**config.mk**
```make
export PLATFORM = sky130hd
export DESIGN_NAME = clk_div_mux
export DESIGN_NICKNAME = d
export VERILOG_FILES = /design/src/rtl/clk_div_mux_pkg.sv /design/src/rtl/clk_div_mux_ctr.sv /design/src/rtl/clk_div_mux.sv
export SDC_FILE = /design/constraint.sdc
export NUM_CORES = 1
export LEC_CHECK = 0
export ABC_AREA = 1
export CAP_MARGIN = 30
export CORE_MARGIN = 10
export CORE_UTILIZATION = 40
export CTS_BUF_LIST = sky130_fd_sc_hd__clkbuf_4
export DETAILED_ROUTE_END_ITERATION = 16
export HOLD_SLACK_MARGIN = 0.02
export PLACE_DENSITY = 0.68
export RECOVER_POWER = 100
export SLEW_MARGIN = 20
export SYNTH_ARGS = -nofsm -noshare
export SYNTH_HDL_FRONTEND = slang
export SYNTH_HIERARCHICAL = 1
export SYNTH_SLANG_ARGS = --single-unit
```
**constraint.sdc**
```tcl
create_clock -name clk_i -period 5.1 [get_ports clk_i]
set_clock_uncertainty 0.2 [all_clocks]
set_input_delay 0.51 -clock clk_i [delete_from_list [all_inputs] [get_ports clk_i]]
set_output_delay 0.51 -clock clk_i [all_outputs]
set_load 0.1 [all_outputs]
```
**src/rtl/clk_div_mux_pkg.sv**
```systemverilog
// Shared types and helpers for the glitch-free divided-clock selector.
package clk_div_mux_pkg;

  typedef enum logic [1:0] {
    RUN   = 2'd0,
    DRAIN = 2'd1,
    GAP   = 2'd2
  } state_e;

  localparam int SW_CNT_W = 16;

  // A programmed half-period of zero is treated as one cycle.
  function automatic int unsigned half_per(input int unsigned div);
    return (div == 0) ? 32'd1 : div;
  endfunction

endpackage

```
**src/rtl/clk_div_mux_ctr.sv**
```systemverilog
// Half-period counter: tick fires once cnt reaches h-1 and cnt restarts from zero.
module clk_div_mux_ctr #(
  parameter int DIV_W = 8
) (
  input  logic             clk_i,
  input  logic             run,
  input  logic             clear,
  input  logic [DIV_W-1:0] h,
  output logic             tick
);

  logic [DIV_W-1:0] cnt;

  // h is compared live with >=, so a shrinking h never makes cnt wrap around.
  assign tick = run && (cnt >= (h - DIV_W'(1)));

  always_ff @(posedge clk_i) begin
    if (clear)    cnt <= '0;
    else if (run) cnt <= tick ? '0 : cnt + DIV_W'(1);
  end

endmodule

```
**src/rtl/clk_div_mux.sv**
```systemverilog
// Glitch-free selector of NUM_CH divided clocks with an all-off gap between channels.
// Optional switch counter output sw_cnt_o is built when CLK_DIV_MUX_SWITCH_CNT_EN is defined.
module clk_div_mux
  import clk_div_mux_pkg::*;
#(
  parameter  int NUM_CH     = 4,
  parameter  int DIV_W      = 8,
  parameter  int GAP_CYCLES = 2,
  localparam int SEL_W      = $clog2(NUM_CH)
) (
  input  logic                    clk_i,
  input  logic                    rst_i,
  input  logic [SEL_W-1:0]        sel_i,
  input  logic [NUM_CH*DIV_W-1:0] div_i,
  output logic                    clk_o,
  output logic [NUM_CH-1:0]       en_o,
  output logic                    busy_o
`ifdef CLK_DIV_MUX_SWITCH_CNT_EN
  ,
  output logic [SW_CNT_W-1:0]     sw_cnt_o
`endif
);

  localparam int GW = (GAP_CYCLES > 1) ? $clog2(GAP_CYCLES + 1) : 1;

  state_e                         state_q, state_d;
  logic [NUM_CH-1:0][DIV_W-1:0]   div_arr;
  logic [SEL_W-1:0]               cur_sel, sel_d;
  logic [GW-1:0]                  gap_cnt;
  logic                           clk_d;
  logic [NUM_CH-1:0]              en_d;
  logic [DIV_W-1:0]               h;
  logic                           ctr_run, ctr_clr, tick;
  logic                           sel_ok, req, gap_last;

  assign div_arr  = div_i;
  assign h        = DIV_W'(half_per(32'(div_arr[cur_sel])));
  assign sel_ok   = int'(sel_i) < NUM_CH;
  assign req      = sel_ok && (sel_i != cur_sel);
  assign gap_last = (gap_cnt == GW'(GAP_CYCLES - 1));
  assign ctr_run  = (state_q != GAP);
  assign busy_o   = (state_q != RUN);

  clk_div_mux_ctr #(.DIV_W(DIV_W)) u_ctr (
    .clk_i (clk_i),
    .run   (ctr_run),
    .clear (rst_i | ctr_clr),
    .h     (h),
    .tick  (tick)
  );

  always_ff @(posedge clk_i) begin
    if (rst_i) state_q <= RUN;
    else       state_q <= state_d;
  end

  // A request during a high phase that is not ending this cycle must drain it first.
  always_comb begin
    state_d = state_q;
    case (state_q)
      RUN:     if (req)      state_d = (clk_o && !tick) ? DRAIN : GAP;
      DRAIN:   if (tick)     state_d = GAP;
      GAP:     if (gap_last) state_d = RUN;
      default:               state_d = RUN;
    endcase
  end

  always_comb begin
    clk_d   = clk_o;
    en_d    = en_o;
    sel_d   = cur_sel;
    ctr_clr = 1'b0;
    case (state_q)
      RUN: begin
        if (tick) clk_d = ~clk_o;
        if (req && (!clk_o || tick)) begin
          clk_d   = 1'b0;
          en_d    = '0;
          ctr_clr = 1'b1;
        end
      end
      DRAIN: begin
        if (tick) begin
          clk_d = 1'b0;
          en_d  = '0;
        end
      end
      GAP: begin
        clk_d   = 1'b0;
        en_d    = '0;
        ctr_clr = 1'b1;
        // Only the selection present at the end of the gap is honoured.
        if (gap_last) begin
          if (sel_ok) sel_d = sel_i;
          en_d = NUM_CH'(1) << sel_d;
        end
      end
      default: begin
        clk_d   = 1'b0;
        ctr_clr = 1'b1;
      end
    endcase
  end

  always_ff @(posedge clk_i) begin
    if (rst_i) begin
      clk_o   <= 1'b0;
      en_o    <= NUM_CH'(1);
      cur_sel <= '0;
      gap_cnt <= '0;
    end else begin
      clk_o   <= clk_d;
      en_o    <= en_d;
      cur_sel <= sel_d;
      gap_cnt <= (state_q == GAP && !gap_last) ? gap_cnt + GW'(1) : '0;
    end
  end

`ifdef CLK_DIV_MUX_SWITCH_CNT_EN
  always_ff @(posedge clk_i) begin
    if (rst_i)                          sw_cnt_o <= '0;
    else if (state_q == GAP && gap_last) sw_cnt_o <= sw_cnt_o + SW_CNT_W'(1);
  end
`endif

endmodule

```
======== Word level (Yosys, flattened, before mapping) ========
Cells that the tools add are included.
word-level totals
  register bits after elaboration ......... 19
  input port bits ......................... 36
  output and inout bits ................... 6
  word-level logic and storage cells ...... 63
cells by class
  $add $sub $neg .......................... 3
  order comparisons ....................... 2
  eq/ne operators ......................... 10
  shifts and indexed selects .............. 1
  mux-type cells .......................... 21
  bitwise operators ....................... 3
  reductions and logical operators ........ 17
operator list
  operator             count
  $mux 8               3
  $bmux 8 s2           1
  $mux 2               6
  $mux 4               3
  $pmux 4 s3           1
  $ne 2x2->1 const B   5
  $add 8x1->8 const B  1
  $ge 8x8->1           1
  $logic_not 8->1      1
  $sub 8x1->8 const B  1
  $pmux 2 s3           1
  $reduce_and 3->1     2
  $eq 2x1->1 const B   2
  $logic_and 1x1->1    4
  $mux 1               4
  $pmux 1 s2           2
  $reduce_and 2->1     2
  $shl 1x2->4 const A  1
  $logic_not 1->1      3
  $lt 2x3->1 const B   1
  $ne 3x3->1 const B   1
  $reduce_bool 3->1    1
  $add 2x1->2 const B  1
  $eq 2x2->1 const B   1
  7 further kinds      8

======== Logic depth before layout (Yosys ltp) ========
Gate-level depths: netlist of run 1.
  depth in word-level cells ............... 12
  gate-level depth with buffers ........... 30
  gate-level depth less buffers ........... 28

======== By module ========
Netlist of run 1, hierarchy kept.
by module, submodules not included
  module           times used  cells each  area each (µm²)  seq. area each (µm²)
  clk_div_mux      1           151         847.1            220.2
  clk_div_mux_ctr  1           101         685.7            160.2

======== Worst setup path after synthesis of run 1 ========
No wires, ideal clock.
  path type ............................... reg2reg
  from .................................... register cur_sel[0]
  to ...................................... register u_ctr.cnt[2]
  arrival time ............................ 2.987 ns
  slack ................................... 1.795 ns
  cell stages (with the launch flop) ...... 30
  path buffers ............................ 2
  period minus slack after synthesis ...... 3.305 ns
  path through ............................ dfxtp_1 -> buf_4 -> buf_2 -> nand2_1 -> nand3_1 -> nand2_1 -> nand2_1 -> nor2_1 -> nand2_1 -> o21ai_1 -> inv_1 -> ha_1 -> nand2_1 -> nor3_1 -> xor2_1 -> inv_1 -> ha_1 -> nand2_1 -> a21oi_1 -> nor2_1 -> nand2_1 -> nand2_1 -> inv_1 -> inv_1 -> nand2_1 -> nand2_1 -> o211ai_1 -> inv_1 -> nand2_1 -> nor2_1
on the way
  word-level cells in the longest chain between the ends .. 12
  elaborated cells between the ends (all ways) .. 14
  classes of those cells .................. add/sub: 1; order compare: 1; eq/ne: 1; mux: 6; bitwise: 1; reduce/logical: 4
ends and longest elaborated chain
  element                         RTL line               source
  from (decl)                     clk_div_mux.sv:28      logic [SEL_W-1:0] cur_sel, sel_d;
  from (signal assigned)          clk_div_mux.sv:114     cur_sel <= sel_d;
  $bmux 8 s2 *                    clk_div_mux.sv:37      assign h = DIV_W'(half_per(32'(div_arr[cur_sel])));
  $mux 8 (not written as such) *  clk_div_mux.sv:37
  $logic_not 8->1                 clk_div_mux_pkg.sv:14  return (div == 0) ? 32'd1 : div;
  $mux 8 *                        clk_div_mux_pkg.sv:14
  net h[0]                        clk_div_mux.sv:32      logic [DIV_W-1:0] h;
  $sub 8x1->8 *                   clk_div_mux_ctr.sv:15  assign tick = run && (cnt >= (h - DIV_W'(1)));
  $ge 8x8->1 *                    clk_div_mux_ctr.sv:15
  $logic_and 1x1->1 *             clk_div_mux_ctr.sv:15
  net tick                        clk_div_mux.sv:33      logic ctr_run, ctr_clr, tick;
  $logic_or 1x1->1                clk_div_mux.sv:76      if (req && (!clk_o || tick)) begin
  $logic_and 1x1->1               clk_div_mux.sv:76
  $mux 1                          clk_div_mux.sv:76
  $pmux 1 s2                      clk_div_mux.sv:73      case (state_q)
  $or 1x1->1                      clk_div_mux.sv:47      .clear (rst_i | ctr_clr),
  to (signal assigned)            clk_div_mux_ctr.sv:19  else if (run) cnt <= tick ? '0 : cnt + DIV_W'(1);
  to (decl)                       clk_div_mux_ctr.sv:12  logic [DIV_W-1:0] cnt;
Mark *: on every way through the listed nets, which the timed path passes. The rest lies on a longest branch. The select of a mux whose other input is x is not followed.
A chain may end at the register's enable or synchronous reset.

======== Worst setup path in the final report of run 1 ========
  from .................................... register cur_sel[1]
  to ...................................... register u_ctr.cnt[3]
Same word-level chain as after synthesis.

==> results.cfg, run 1 <==
[critical_path]
critPathMaxFanout = 11
crit_slowest_cell = dfxtp_1
critPathMaxStageDelay_ps = 600
cp_common_cell = nand2_1
cp-start-kind = flip-flop
cp.arrival_ps = 4020
regToRegEndpoint = u_ctr/cnt[3]
reg2reg_depth = 27
critical_path_required_ps = 5090
end_kind = flip-flop
rrSetupSlack_ps = 1070
r2r_start = cur_sel[1]
critPathKind = flip-flop to flip-flop

[synthesis]
avgSynthCellArea_um2 = 6.08
synth_nets = 299
seq_area_frac_synth_pct = 24.8
syn_area_um2 = 1530
synth-async-reset-ratio_pct = 0
synth-main-ff-cell = dfxtp_1
synth_cell_types = 28
synth_seq_cells = 19
syn_inst = 252
synth_edf_count = 0
yosysWarnings = 6

[sta]
tns_ps = 0
post-route-period-util_pct = 79.1
worst-slew-pin-transition_ps = 988
finalSetupViolCount = 0
hold_ws_ps = 237
hold_viol = 0
slew_viol_final = 0
period_needed_ps = 4030
clock.fmax_ghz = 0.248
slew_headroom_pct = 33.9
rsz0062_at_grt = false

[clock_tree]
cts_buffers = 3
post_cts_buffers = 0
insertion_delay_ps = 290
clock-sinks = 19
htreeDepth = 1
cts_resized = 0
path_clk_slew_ps = 110
cts_tree = yes
clock_path_buffers = 2
cts.root.buffer_cell = clkbuf_4
cts-hold-fix-buffers = 0

[grt]
grt_pass1_vias = 1425
grt_pass1_wl_um = 6490
track_usage_pct = 11.9
grt_overflow = 0
grt_max_degree = 20
antenna_found_initial = 0

[finish]
most-common-layout-cells = 91 x nand2_1, 36 x inv_1, 35 x clkdlybuf4s50_1
finalCoreUtilization_pct = 54.0
layout_commonest_cell = nand2_1
area_growth_pct = 30.0
finalNonFillerCells = 340
final_nets = 340
diodes = 0
fillers = 400
drive_gt1_share_pct = 4.79

[job]
cap_violations = 0

[die]
start_util_pct = 41.6
ios = 42
design.die.area_um2 = 6710
core_um2 = 3690
die_y_um = 81.9
rows = 22
die_x_um = 81.9

[placed_design]
gp_congestion = 0.877
dp_cells = 336
hpwlAfterDp_um = 3130
port_buffers = 41

[detailed_routing]
first_pass_iters = 4
routed_wirelength_um = 3760
vias_per_cell = 4.56
via_count = 1550
drc_errors = 0
drt_iter0_drc = 63
routedWlPerCell_um = 11.0
antenna_left = 0

[worst_hold_path]
hp-class = flip-flop to flip-flop
hp-start = gap_cnt[0]
hold_path_depth = 1
hold_end = gap_cnt[0]

[power]
irDropWorstVdd_v = 0.000283
leakagePower_nw = 0.959
p_total_mw = 0.572
cellPowerDensity_nw_per_um2 = 287

[run_status]
status = completed
critical path: cells and delay by family (launching register included):
| kind | cells | cell delay [ps] |
|---|---|---|
| compound gates | 3 | 390 |
| fa+ha+maj | 2 | 460 |
| buf+inv | 7 | 870 |
| simple gates | 14 | 1250 |
| flops | 1 | 600 |
| xor+xnor | 1 | 170 |
metrics by stage:
step | setup WS (ps) | instance area [um^2]
global placement | 1180 | 1970
floorplan | 1800 | 1530
finish | 1070 | 1990
CTS | 1090 | 1990
detailed placement | 1110 | 1970
global route | 469 | 1990
report_power, final:
| group | internal [mW] | switching [mW] |
|---|---|---|
| clock network | 0.0291 | 0.0451 |
| registers | 0.166 | 0.0194 |
| logic | 0.106 | 0.206 |
cell families (layout without fill, tap and decap cells):
group / count (synthesis) / after routing / synth area share [%]
buffers and inverters: 44 / 84 / 12.1
AND/OR/NAND/NOR: 150 / 150 / 41.8
AO/OA/AOI/OAI: 17 / 17 / 6.04
adder cells (fa/ha/maj): 11 / 11 / 8.98
flip-flops: 19 / 19 / 24.8
XOR/XNOR: 11 / 11 / 6.29
flip-flops by register name, summed over array words and instances, names as in the netlist:
signal     cells
cur_sel        2
gap_cnt        2
clk_o          1
u_ctr/cnt      8
en_o           4
state_q        2
worst max path at each step:
stage,startpoint,end,depth (start not counted)
floorplan,cur_sel[0],u_ctr/cnt[2],29
global placement,cur_sel[1],u_ctr/cnt[3],27
detailed placement,cur_sel[1],u_ctr/cnt[3],27
CTS,cur_sel[1],u_ctr/cnt[3],27
global route,cur_sel[1],u_ctr/cnt[2],27
finish,cur_sel[1],u_ctr/cnt[3],27
synth_stat cells, types with 2 or more instances:
cell type | instances | share of area [%]
nand3_1 | 24 | 7.8
nand4_1 | 4 | 1.6
nand2_1 | 91 | 22
dfxtp_1 | 19 | 25
inv_2 | 2 | 0.49
xnor2_1 | 3 | 1.7
buf_4 | 2 | 0.98
ha_1 | 11 | 9.0
nor3_1 | 2 | 0.65
inv_1 | 35 | 8.6
nor2_1 | 19 | 4.7
a21oi_1 | 11 | 3.6
nand3_2 | 2 | 1.3
xor2_1 | 8 | 4.6
o21ai_0 | 2 | 0.65
nor2_2 | 5 | 2.0
cell type report:
type	instances	area (um^2)	share of cell area, %
Inverter	39	149	7.47
Timing Repair Buffer	41	410	20.6
Clock inverter	1	5.00	0.251
Multi-Input combinational cell	189	965	48.4
Tap cell	48	60.1	3.02
Clock buffer	3	22.5	1.13
Sequential cell	19	380	19.1
per-layer routing:
layer	vias to the layer above	part of all wire, %	global-route usage [%]
met5	-	0	0
met1	664	47	14.8
met3	2	3.9	2.62
met2	24	48	20.5
li1	860	-	-
met4	0	0.53	2.55
(Power assumes the default switching activity.)
==> inputs of run 2 (changes only) <==
- PLACE_DENSITY: 0.68 -> 0.71
- clock period: 5.1 -> 3.6 ns (I/O delays scaled with it)
==> run 2 against run 1 <==
  * Sequential cell count did not move
  * Critical endpoint is now u_ctr/cnt[0]
  * Non-clock buffer count is 27 higher
  * Critical path type unchanged
  * Fmax rose by 13%
  * Global-route usage rose by 0.42 points
  * First-iteration DRC count grew 76%
  * Hold slack better by 1.2 ps
  * Register-to-register slack got worse by 1000 ps
  * Sequential power up 41%
  * Highest routed layer unchanged
==> results.cfg, run 2 (synthesis gave the netlist of run 1 again) <==
[detailed_routing]
routed_wirelength_um = 4980
routedWlPerCell_um = 13.4
antenna_left = 0
drc_errors = 0
via_count = 1738
vias_per_cell = 4.70
drt_iter0_drc = 111
first_pass_iters = 4

[worst_hold_path]
hold_path_depth = 1
hp-start = gap_cnt[0]
hold_end = gap_cnt[0]
hp-class = flip-flop to flip-flop

[critical_path]
end_kind = flip-flop
cp_common_cell = nand2_1
crit_slowest_cell = dfxtp_4
r2r_start = cur_sel[0]
regToRegEndpoint = u_ctr/cnt[0]
critPathKind = flip-flop to flip-flop
reg2reg_depth = 28
crit_buf_inv = 8
critPathTopFamily = simple AND/OR/NAND/NOR gates
cp.arrival_ps = 3600
critical_path_required_ps = 3630
critPathMaxStageDelay_ps = 410
critPathMaxFanout = 8
cp-start-kind = flip-flop
rrSetupSlack_ps = 30

[die]
start_util_pct = 41.6
rows = 22
ios = 42
die_y_um = 81.9
core_um2 = 3690
design.die.area_um2 = 6710
die_x_um = 81.9

[finish]
finalNonFillerCells = 370
largest-register = u_ctr/cnt
fin_area_um2 = 2540
top_regs = u_ctr/cnt (8), en_o (4)
most-common-layout-cells = 64 x nand2_1, 41 x clkdlybuf4s50_1, 33 x inv_1
area_growth_pct = 66.0
multi_input_area_um2 = 1190
fillers = 320
final_nets = 370
largest_register_ffs = 8
layout_commonest_cell = nand2_1
drive_gt1_share_pct = 32.9
regArea_um2 = 388
diodes = 0

[clock_tree]
htreeDepth = 1
path_clk_slew_ps = 100
clock-sinks = 19
insertion_delay_ps = 290
clock_path_buffers = 2
cts_buffers = 3
cts.root.buffer_cell = clkbuf_4
cts_tree = yes

[sta]
tns_ps = 0
period_needed_ps = 3570
clock.fmax_ghz = 0.280
setup_slack_ps = 26.3
finalSetupViolCount = 0
slew_headroom_pct = 34.5
slew_viol_final = 0
hold_ws_ps = 238
post-route-period-util_pct = 99.3
worst-slew-pin-transition_ps = 980
hold_viol = 0
rsz0062_at_grt = true

[power]
cellPowerDensity_nw_per_um2 = 384
leakagePower_nw = 1.15
irDropWorstVdd_v = 0.000494

[grt]
grt_pass1_wl_um = 6760
antenna_found_initial = 0
grt_pass1_vias = 1523
grt_overflow = 0
grt_max_degree = 20
track_usage_pct = 12.3

[placed_design]
dpl_cell_area_um2 = 2100
hpwlAfterDp_um = 3260
gp_congestion = 0.828
place_ws_ps = -170
dp_cells = 352
port_buffers = 41

[run_status]
status = completed

[job]
cap_violations = 0
run 2: cell count changes in the layout (fill, tap and decap cells not counted), moves of 7 or more:
cell / delta
buf_4: +23
nand3_2: +13
nand2_2: +23
nand2_1: -27
nand3_1: -13
nor2_2: +7
nor2_1: -8
run 2: worst max-delay path by stage:
stage,start,slack (ps),endpoint,depth (start not counted)
after floorplan,cur_sel[0],300,u_ctr/cnt[2],29
after global placement,div_i[11],-80,u_ctr/cnt[6],28
after detailed placement,div_i[11],-170,u_ctr/cnt[5],28
after CTS,cur_sel[0],10,u_ctr/cnt[5],29
after global routing,cur_sel[0],-240,u_ctr/cnt[4],29
final,cur_sel[0],30,u_ctr/cnt[0],28
run 2: routing by layer:
layer	wire [um]	global-route usage (%)
met2	2590	22.4
met5	0	0
met1	2130	13.7
met4	39	2.89
met3	220	3.60
run 2: power breakdown:
group          switching [mW]  total (mW)  internal (mW)
combinational           0.369       0.605          0.236
clock                  0.0618       0.112         0.0506
sequential             0.0244       0.260          0.235
total                   0.455       0.977          0.522
run 2: worst register-to-register path: cells and delay by family, from the launching register on:
kind	cells	cell delay, ps
flip-flops	1	410
adder cells (fa/ha/maj)	1	270
XOR/XNOR	1	130
AND/OR/NAND/NOR	14	1270
AO/OA/AOI/OAI	4	350
buffers and inverters	8	870
run 2: layout make-up:
type,count,share of cell area (%)
Clock buffer,4,1.18
Timing Repair Buffer,68,26.1
Inverter,39,6.54
Tap cell,48,2.36
Timing Repair inverter,3,1.57
Sequential cell,19,15.2
Multi-Input combinational cell,189,47.0
run 2: repair_timing:
item                       CTS  global route
pin swaps                    0            33
setup buffers                0             9
gates cloned                 0             5
hold buffers                 0             0
setup endpoints to repair    6            15
gates resized for setup      1            78
run 2: stage by stage:
| stage | utilization (%) | power (mW) |
|---|---|---|
| final | 69.0 | 0.977 |
| after floorplan | - | 0.609 |
| after detailed placement | 56.9 | 0.764 |
| after global routing | 69.0 | 1.05 |
| after global placement | 56.9 | 0.759 |
| after CTS | 57.8 | 0.883 |
